--- src/rtl/rv_writeback_regfile.sv ---
// ---------------------------------------------------------------------------
// rv_writeback_regfile
//
// Writeback end of the execute path. It accepts ALU results (rd index plus
// value) over a ready/valid handshake and commits them into a NREGS x XLEN
// architectural register file. It also provides two registered read ports
// that feed the ALU operand inputs.
//
// Write path:
//   - An accepted write sits in a one-entry pending stage (stage p1).
//   - The pending entry commits to the array on the following edge.
//   - Both read ports forward from the incoming write and from the pending
//     entry, so a dependent instruction issued the very next cycle sees the
//     new value.
//
// Reset and clear:
//   - After reset, a clear sequencer writes zero to x1..x(NREGS-1), one
//     register per edge.
//   - The writeback handshake opens only once that sequence has finished.
//   - With CLEAR_ON_RESET=0 the block goes straight to RUN.
//
// Ports:
//   clk          single clock, all state updates on the rising edge
//   rst          synchronous, active-high reset
//   wb_valid     ALU result present this cycle
//   wb_ready     block can accept a writeback (registered, high in RUN)
//   wb_rd_addr   destination register index
//   wb_rd_value  result value to commit
//   rs1_en       read request, port 1
//   rs1_addr     read index, port 1
//   rs1_value    registered read data, port 1 (holds while rs1_en=0)
//   rs2_en       read request, port 2
//   rs2_addr     read index, port 2
//   rs2_value    registered read data, port 2 (holds while rs2_en=0)
//   init_done    high once the clear sequence has finished
// ---------------------------------------------------------------------------
module rv_writeback_regfile #(
  parameter int XLEN           = 32,
  parameter int NREGS          = 32,
  parameter int CLEAR_ON_RESET = 1
) (
  input  logic                     clk,
  input  logic                     rst,
  input  logic                     wb_valid,
  output logic                     wb_ready,
  input  logic [$clog2(NREGS)-1:0] wb_rd_addr,
  input  logic [XLEN-1:0]          wb_rd_value,
  input  logic                     rs1_en,
  input  logic [$clog2(NREGS)-1:0] rs1_addr,
  output logic [XLEN-1:0]          rs1_value,
  input  logic                     rs2_en,
  input  logic [$clog2(NREGS)-1:0] rs2_addr,
  output logic [XLEN-1:0]          rs2_value,
  output logic                     init_done
);

  localparam int AW = $clog2(NREGS);
  localparam logic [AW-1:0] LAST_IDX = AW'(NREGS - 1);

  typedef enum logic {
    ST_INIT = 1'b0,
    ST_RUN  = 1'b1
  } state_t;

  localparam state_t RESET_STATE = (CLEAR_ON_RESET != 0) ? ST_INIT : ST_RUN;

  // Architectural storage. x0 is never written; reads of x0 short-circuit to 0.
  logic [XLEN-1:0] regs [NREGS];

  // Control state
  state_t          state_q;
  state_t          state_d;
  logic [AW-1:0]   clr_idx_q;
  logic [AW-1:0]   clr_idx_d;
  logic            clr_we;

  // Pending-write stage (p1): control valid plus data
  logic            vld_p1;
  logic [AW-1:0]   pending_addr_p1;
  logic [XLEN-1:0] pending_value_p1;

  // Handshake
  logic            accept;

  // Read-port select results
  logic [XLEN-1:0] rd1_sel;
  logic [XLEN-1:0] rd2_sel;

  assign accept = wb_valid & wb_ready;

  // -------------------------------------------------------------------------
  // Read source priority:
  //   1. x0 reads as zero.
  //   2. Everything reads as zero while the clear is running.
  //      The array is only partially cleared at that point.
  //   3. A write accepted on this same edge.
  //   4. The pending entry.
  //   5. The array.
  // -------------------------------------------------------------------------
  function automatic logic [XLEN-1:0] read_select(
    input logic [AW-1:0]   addr,
    input logic            in_init,
    input logic            wb_acc,
    input logic [AW-1:0]   wb_addr,
    input logic [XLEN-1:0] wb_value,
    input logic            pend_vld,
    input logic [AW-1:0]   pend_addr,
    input logic [XLEN-1:0] pend_value,
    input logic [XLEN-1:0] arr_value
  );
    logic [XLEN-1:0] res;
    if (addr == '0) begin
      res = '0;
    end else if (in_init) begin
      res = '0;
    end else if (wb_acc && (wb_addr == addr)) begin
      res = wb_value;
    end else if (pend_vld && (pend_addr == addr)) begin
      res = pend_value;
    end else begin
      res = arr_value;
    end
    return res;
  endfunction

  always_comb begin
    rd1_sel = read_select(rs1_addr, (state_q == ST_INIT), accept, wb_rd_addr,
                          wb_rd_value, vld_p1, pending_addr_p1,
                          pending_value_p1, regs[rs1_addr]);
    rd2_sel = read_select(rs2_addr, (state_q == ST_INIT), accept, wb_rd_addr,
                          wb_rd_value, vld_p1, pending_addr_p1,
                          pending_value_p1, regs[rs2_addr]);
  end

  // -------------------------------------------------------------------------
  // Next-state logic for the clear sequencer
  // -------------------------------------------------------------------------
  always_comb begin
    state_d   = state_q;
    clr_idx_d = clr_idx_q;
    clr_we    = 1'b0;
    case (state_q)
      ST_INIT: begin
        clr_we    = 1'b1;
        clr_idx_d = clr_idx_q + AW'(1);
        if (clr_idx_q == LAST_IDX) begin
          state_d = ST_RUN;
        end
      end
      ST_RUN: begin
        state_d = ST_RUN;
      end
      default: begin
        state_d = RESET_STATE;
      end
    endcase
  end

  // -------------------------------------------------------------------------
  // Stage p0 -> p1: control registers.
  // wb_ready and init_done follow the next state.
  // They therefore rise on the same edge that enters RUN.
  // -------------------------------------------------------------------------
  always_ff @(posedge clk) begin
    if (rst) begin
      state_q   <= RESET_STATE;
      clr_idx_q <= AW'(1);
      vld_p1    <= 1'b0;
      wb_ready  <= 1'b0;
      init_done <= 1'b0;
      rs1_value <= '0;
      rs2_value <= '0;
    end else begin
      state_q   <= state_d;
      clr_idx_q <= clr_idx_d;
      wb_ready  <= (state_d == ST_RUN);
      init_done <= (state_d == ST_RUN);
      // A write to x0 leaves the stage empty once any older entry commits.
      vld_p1    <= accept && (wb_rd_addr != '0);
      if (rs1_en) begin
        rs1_value <= rd1_sel;
      end
      if (rs2_en) begin
        rs2_value <= rd2_sel;
      end
    end
  end

  // Pending data captures on every accept.
  // vld_p1 alone decides whether the captured entry is live.
  always_ff @(posedge clk) begin
    if (accept) begin
      pending_addr_p1  <= wb_rd_addr;
      pending_value_p1 <= wb_rd_value;
    end
  end

  // -------------------------------------------------------------------------
  // Stage p1 -> array: commit the pending entry, or clear one register.
  // Nothing is written on a reset edge, so a pending entry is dropped.
  // vld_p1 is only ever set in RUN, so the two write sources never collide.
  // -------------------------------------------------------------------------
  always_ff @(posedge clk) begin
    if (!rst) begin
      if (clr_we) begin
        regs[clr_idx_q] <= '0;
      end else if (vld_p1) begin
        regs[pending_addr_p1] <= pending_value_p1;
      end
    end
  end

endmodule

--- config.mk ---
export PLATFORM = sky130hd
export DESIGN_NAME = rv_writeback_regfile
export DESIGN_NICKNAME = d
export VERILOG_FILES = /design/src/rtl/rv_writeback_regfile.sv
export SDC_FILE = /design/constraint.sdc
export NUM_CORES = 1
export LEC_CHECK = 0
export ABC_CLOCK_PERIOD_IN_PS = 3100
export CORE_MARGIN = 8
export CORE_UTILIZATION = 40
export CTS_CLUSTER_SIZE = 24
export DETAILED_ROUTE_END_ITERATION = 7
export PLACE_DENSITY = 0.67
export SLEW_MARGIN = 40
export SYNTH_ARGS = -nofsm -noshare
export SYNTH_HDL_FRONTEND = slang
export SYNTH_SLANG_ARGS = --single-unit
--- constraint.sdc ---
create_clock -name clk -period 3.1 [get_ports clk]
set_input_delay 0.31 -clock clk [delete_from_list [all_inputs] [get_ports clk]]
set_output_delay 0.31 -clock clk [all_outputs]
set_load 0.05 [all_outputs]
After elaboration in Yosys (flattened, before gate mapping)
Memory sizes are Yosys's and may differ from the RTL's.
Cells that the tools add are included.

cells by class
  add/subtract/negate cells = 1
  multipliers = 0
  divide/modulo/power cells = 0
  $lt $le $gt $ge = 0
  eq/ne operators = 5
  shifts and indexed selects = 0
  mux-type cells = 20
  bitwise gates (word level) = 2
  reduce and logical (&&, ||, !) cells = 9

operators by type and width
  operator               number
  $mux W32               9
  $reduce_or A32 Y1      1
  $eq A5 B5 Y1           4
  $logic_not A5 Y1       2
  $mux W1                9
  $add A5 B1 Y5 const B  1
  $eq A5 B5 Y1 const B   1
  $logic_and A1 B1 Y1    5
  $mux W5                1
  $reduce_bool A5 Y1     1
  $pmux W1 S2            1
  $and A1 B1 Y1          1
  $not A1 Y1             1

storage, ports and cells
  register bits after elaboration = 108
  latch bits = 0
  bits in writable memories = 1,024
  ROM bits = 0
  input bits = 52
  output and inout bits = 66
  memories kept = 1

memory list
  memory  words  bits a word  rd ports  clocked after Yosys merged registers in  wr ports  line  RTL
  regs    32     32           2         0                                        1         68    logic [XLEN-1:0] regs [NREGS];

Logic depth before layout (Yosys ltp)
  word-level depth = 6
  gate-level depth with buffers = 10
  depth with buffers taken out = 5

Worst setup path before layout
No wires, ideal clock.

  kind = register to register
  start = reg state_q
  end = mem regs[4][0], enable pin
  library setup time = 421 ps
  arrival time = 3,140 ps
  setup slack = -461 ps
  cell stages (with the launch flop) = 8
  buffers on the path = 2
  clock period less this slack = 3,561 ps
  cell sequence = dfxtp_1 -> and3b_1 -> clkbuf_1 -> clkbuf_1 -> nand3b_1 -> o21ai_0 -> nand2_1 -> nor2_1

on the way
  word-level cells in the longest chain between the ends = 5
  elaborated cells on any way between the ends = 9
  those cells by class = 8 x mux; 1 x reduce/logical

RTL lines
  element                                                     line  RTL
  start, declared                                             71    state_t state_q;
  start signal, assigned                                      174   state_q <= state_d;
  $mux W1                                                     205   if (clr_we) begin
  $mux W1                                                     204   if (!rst) begin
  $mux W1 (implied by the code)                               208   regs[pending_addr_p1] <= pending_value_p1;
  $reduce_or A32 Y1 (no source line)                          -
  $mux W5 (no source line) / $mux W1 (equally long branches)  -
  end, declared                                               68

Several ways; a longest one is shown, not always the timed one.

Worst setup path in the final report
  start = in rst
  end = mem regs[11][23], enable pin

on the way
  word-level cells in the longest chain between the ends = 4
  elaborated cells on any way between the ends = 7
  those cells by class = 6 x mux; 1 x reduce/logical

RTL lines
  element                                                     line  RTL
  start, declared                                             43    input logic rst,
  $mux W1                                                     204
  $mux W1 (implied by the code)                               208
  $reduce_or A32 Y1 (no source line)                          -
  $mux W5 (no source line) / $mux W1 (equally long branches)  -

Several ways; a longest one is shown, not always the timed one.

==> summary.txt <==
Run status
  • Status: finished with violations
  • Failing checks: DRC

Setup path
  • CP Data Arrival Time: about 3.3 ns
  • Crit Path Category: input port to flip-flop
  • Required time of the critical path: about 3.5 ns
  • Worst Setup End Kind: flip-flop
  • Crit Path Max Fanout: 17
  • CP Launch Type: input port
  • R2R cell count: 6

Die
  • Core footprint: 0.132 mm^2
  • Die X: ~380 um
  • Die area: approximately 0.14 mm^2
  • Initial Utilization: 0.403
  • Row count: 133
  • # IOs: ~120
  • Chip height: 380 um

Drt
  • DRT Wirelength: between 150000 and 200000 um
  • Vias/cell: 6.69
  • DRC Markers: 3
  • TritonRoute pass-1 iters: 8
  • Drt initial violations: 5221
  • Routed length per placed instance: around 34 um
  • Via Count: 34689
  • DRT antenna net count: 0

GRT
  • GRT overflow: 0
  • Initial antenna violation count: 7
  • GR peak layer: met2
  • Met1 usage: 0.329
  • GR Util All Layers: 0.235
  • Met2 Use GR: 0.353
  • Largest net degree at the start of global routing: approximately 70
  • Vias in the first global route: 34335
  • First-pass GRT wire length: between 200000 and 300000 um
  • Met3 Use GR: 0.0681

Power and ir drop
  • Final Power: 33.6 mW
  • Leakage: 20.1 nW
  • Pwr Density: around 540 mW/mm^2
  • Max IR drop VDD: around 0.00056 V

Logic synthesis
  • Area of the mapped netlist: around 0.053 mm^2
  • Count leader, synth: edfxtp_1
  • Area leader, netlist: edfxtp_1
  • Async set-reset flop share out of synthesis: 0
  • Post-synth top flop: edfxtp_1
  • Post-synth top area share: 0.601
  • Yosys cell types: 62
  • Post-synth net total: between 3000 and 4000
  • Syn avg cell area: roughly 17 um^2
  • Syn Inst Count: 3128
  • Sequential fraction of the synthesis area: 0.627
  • Synth top area cells: edfxtp_1 (60%), mux4_2 (14%), mux2i_1 (6.3%), dfxtp_1 (2.7%), mux2_2 (1.6%)
  • Post-synthesis sequential element count: about 1100
  • YS warnings: 0
  • Commonest cells post-synth: edfxtp_1 (1061), mux2i_1 (332), mux4_2 (328), clkbuf_1 (149), nand2_1 (142)
  • EDFF count, synth: 1061

STA
  • Fmax: ~340 MHz
  • Clk_skew: around 0.030 ns
  • # setup viols final: 0
  • Final Cycle Share: 0.943
  • Final critical-path required period: 2.92 ns
  • RSZ-0062 raised after global routing: no
  • Worst Max-Slew Pin Slew: approximately 0.9 ns
  • Hold Vio Cnt, Final: 0
  • Slew Limit Fails: 0
  • Relative slew slack: 0.402

Min path
  • Hold Crit Depth: 1
  • Min-Delay Path Class: input port to flip-flop

Cells and area
  • Area grow syn2layout: 16.8%
  • Layout cell share with drive strength beyond 1: 0.281
  • Area of the multi-input gates: 0.0186 mm^2
  • Fin nets: 3380
  • FF/Latch Area: 0.0333 mm^2
  • Filler Cells Inserted: approximately 11000
  • Fin util: 0.471

CTS
  • Cts bufs inserted: between 100 and 150
  • Root buffer cell: clkbuf_16
  • CTS H-tree depth: 3
  • Clock sink count: 1132
  • Clk slew on worst S/H paths: around 0.06 ns
  • Clock Latency Late Sink: 0.72 ns
  • CTS tree: done
  • CTS Buffer Depth: 3

Placement
  • Port Buffer Count: 117
  • Post-DP HPWL: 113000 um
  • Placer Congestion: between 0.8 and 0.9

Flow run
  • Max-cap viol count: 0
==> metal layers <==
| metal | vias up | share of wire |
|---|---|---|
| met5 | - | 0.00026 |
| met4 | 8 | 0.038 |
| met2 | 2629 | 0.44 |
| li1 | 13624 | - |
| met3 | 424 | 0.14 |
| met1 | 18004 | 0.39 |
==> report_power, final <==
part	internal, mW	total [mW]	leakage, nW	switching (mW)
clock network	8.29	14.3	1.91	6.03
registers	16.6	16.7	10.0	0.0667
logic	1.06	2.56	8.11	1.50
total	26.0	33.6	20.1	7.60
==> path summary, 6_finish.rpt <==
kind / from / end / slack [ns]
max: rst / regs[11][23] / 0.18
min: wb_rd_value[28] / pending_value_p1[28] / 0.25
max reg2reg: vld_p1 / regs[19][26] / 0.19
min reg2reg: rs1_value[7] / rs1_value[7] / 0.51
==> state kept, by name (all words and copies together) (netlist names) <==
name              cells
pending_value_p1     32
regs               1024
rs1_value            32
rs2_value            32
pending_addr_p1       5
clr_idx_q             5
state_q               1
vld_p1                1
==> area by class of cell <==
| class | instances | share of cell area |
|---|---|---|
| repair buffers | 359 | 0.0621 |
| clock buffers | 159 | 0.0529 |
| inverters | 31 | 0.00188 |
| flip-flops and latches | 1132 | 0.537 |
| multi-input cells | 1689 | 0.301 |
| clock inverters | 55 | 0.00981 |
| diodes | 2 | 0.0000808 |
| well taps | 1755 | 0.0354 |
==> cell usage in the layout (no fill, tap or decap), types with 11 or more instances in the layout <==
master / synthesis / final
inv_1: 30 / 29
o211ai_1: 32 / 32
clkinv_2: 0 / 22
mux4_2: 328 / 328
bufinv_16: 0 / 11
o221ai_2: 19 / 19
nor2_1: 50 / 16
clkdlybuf4s50_1: 0 / 107
a22o_1: 61 / 61
dfxtp_1: 71 / 71
clkbuf_8: 0 / 18
a222oi_1: 33 / 33
mux2i_1: 332 / 332
xor2_1: 16 / 16
o22ai_1: 100 / 100
o221ai_1: 40 / 40
nor2_4: 0 / 34
buf_12: 0 / 60
a22oi_1: 59 / 59
clkbuf_1: 149 / 24
o221a_2: 28 / 28
nand3_1: 13 / 12
and2_1: 36 / 33
or4_1: 28 / 27
clkbuf_16: 0 / 118
a211oi_1: 28 / 28
buf_8: 1 / 12
edfxtp_1: 1061 / 1061
mux2_2: 74 / 74
buf_4: 24 / 173
o31ai_1: 61 / 61
nand2_1: 142 / 141
nor3_1: 40 / 40
o21ai_0: 39 / 39
a221oi_1: 49 / 49
a221oi_2: 19 / 19
==> cells by family (layout without fill, tap and decap cells) <==
| family | after synthesis | count (layout) | share of synthesized area |
|---|---|---|---|
| flip-flops | 1132 | 1132 | 0.627 |
| multiplexers | 734 | 734 | 0.218 |
| AO/OA/AOI/OAI | 580 | 580 | 0.0903 |
| AND/OR/NAND/NOR | 350 | 350 | 0.0328 |
| buffers and inverters | 307 | 604 | 0.0277 |
| XOR/XNOR | 23 | 23 | 0.00380 |
| adder cells (fa/ha/maj) | 2 | 2 | 0.000472 |
| other | 0 | 2 | 0 |
==> per-stage QoR <==
step	cells	setup TNS [ns]	instance area (um^2)	setup WS, ns	hold slack (ns)
CTS	5180	0	62000	0.238	0.210
global placement	4955	-1.66	57900	-0.0701	0.493
floorplan	3128	-204.09	53100	-0.461	0.409
finish	5182	0	62000	0.178	0.249
global route	5180	0	62000	0.102	0.228
detailed placement	4965	0	58100	0.0595	0.496
==> worst max-delay path, cell delays in order <==
cell and delay [ns]:
dlygate4sd3_1 0.53, buf_4 0.26, and3b_2 0.34, o31ai_1 0.36
nand2_1 0.32, nor2_4 0.68, buf_4 0.46
==> timing repair <==
item / in CTS / in global routing
resized for setup: 0 / 0
setup endpoints to repair: 0 / 0
hold buffers: 1 / 0
setup buffers: 0 / 0
hold endpoints to repair: 13 / 0
Power figures use the tool's default switching activity.
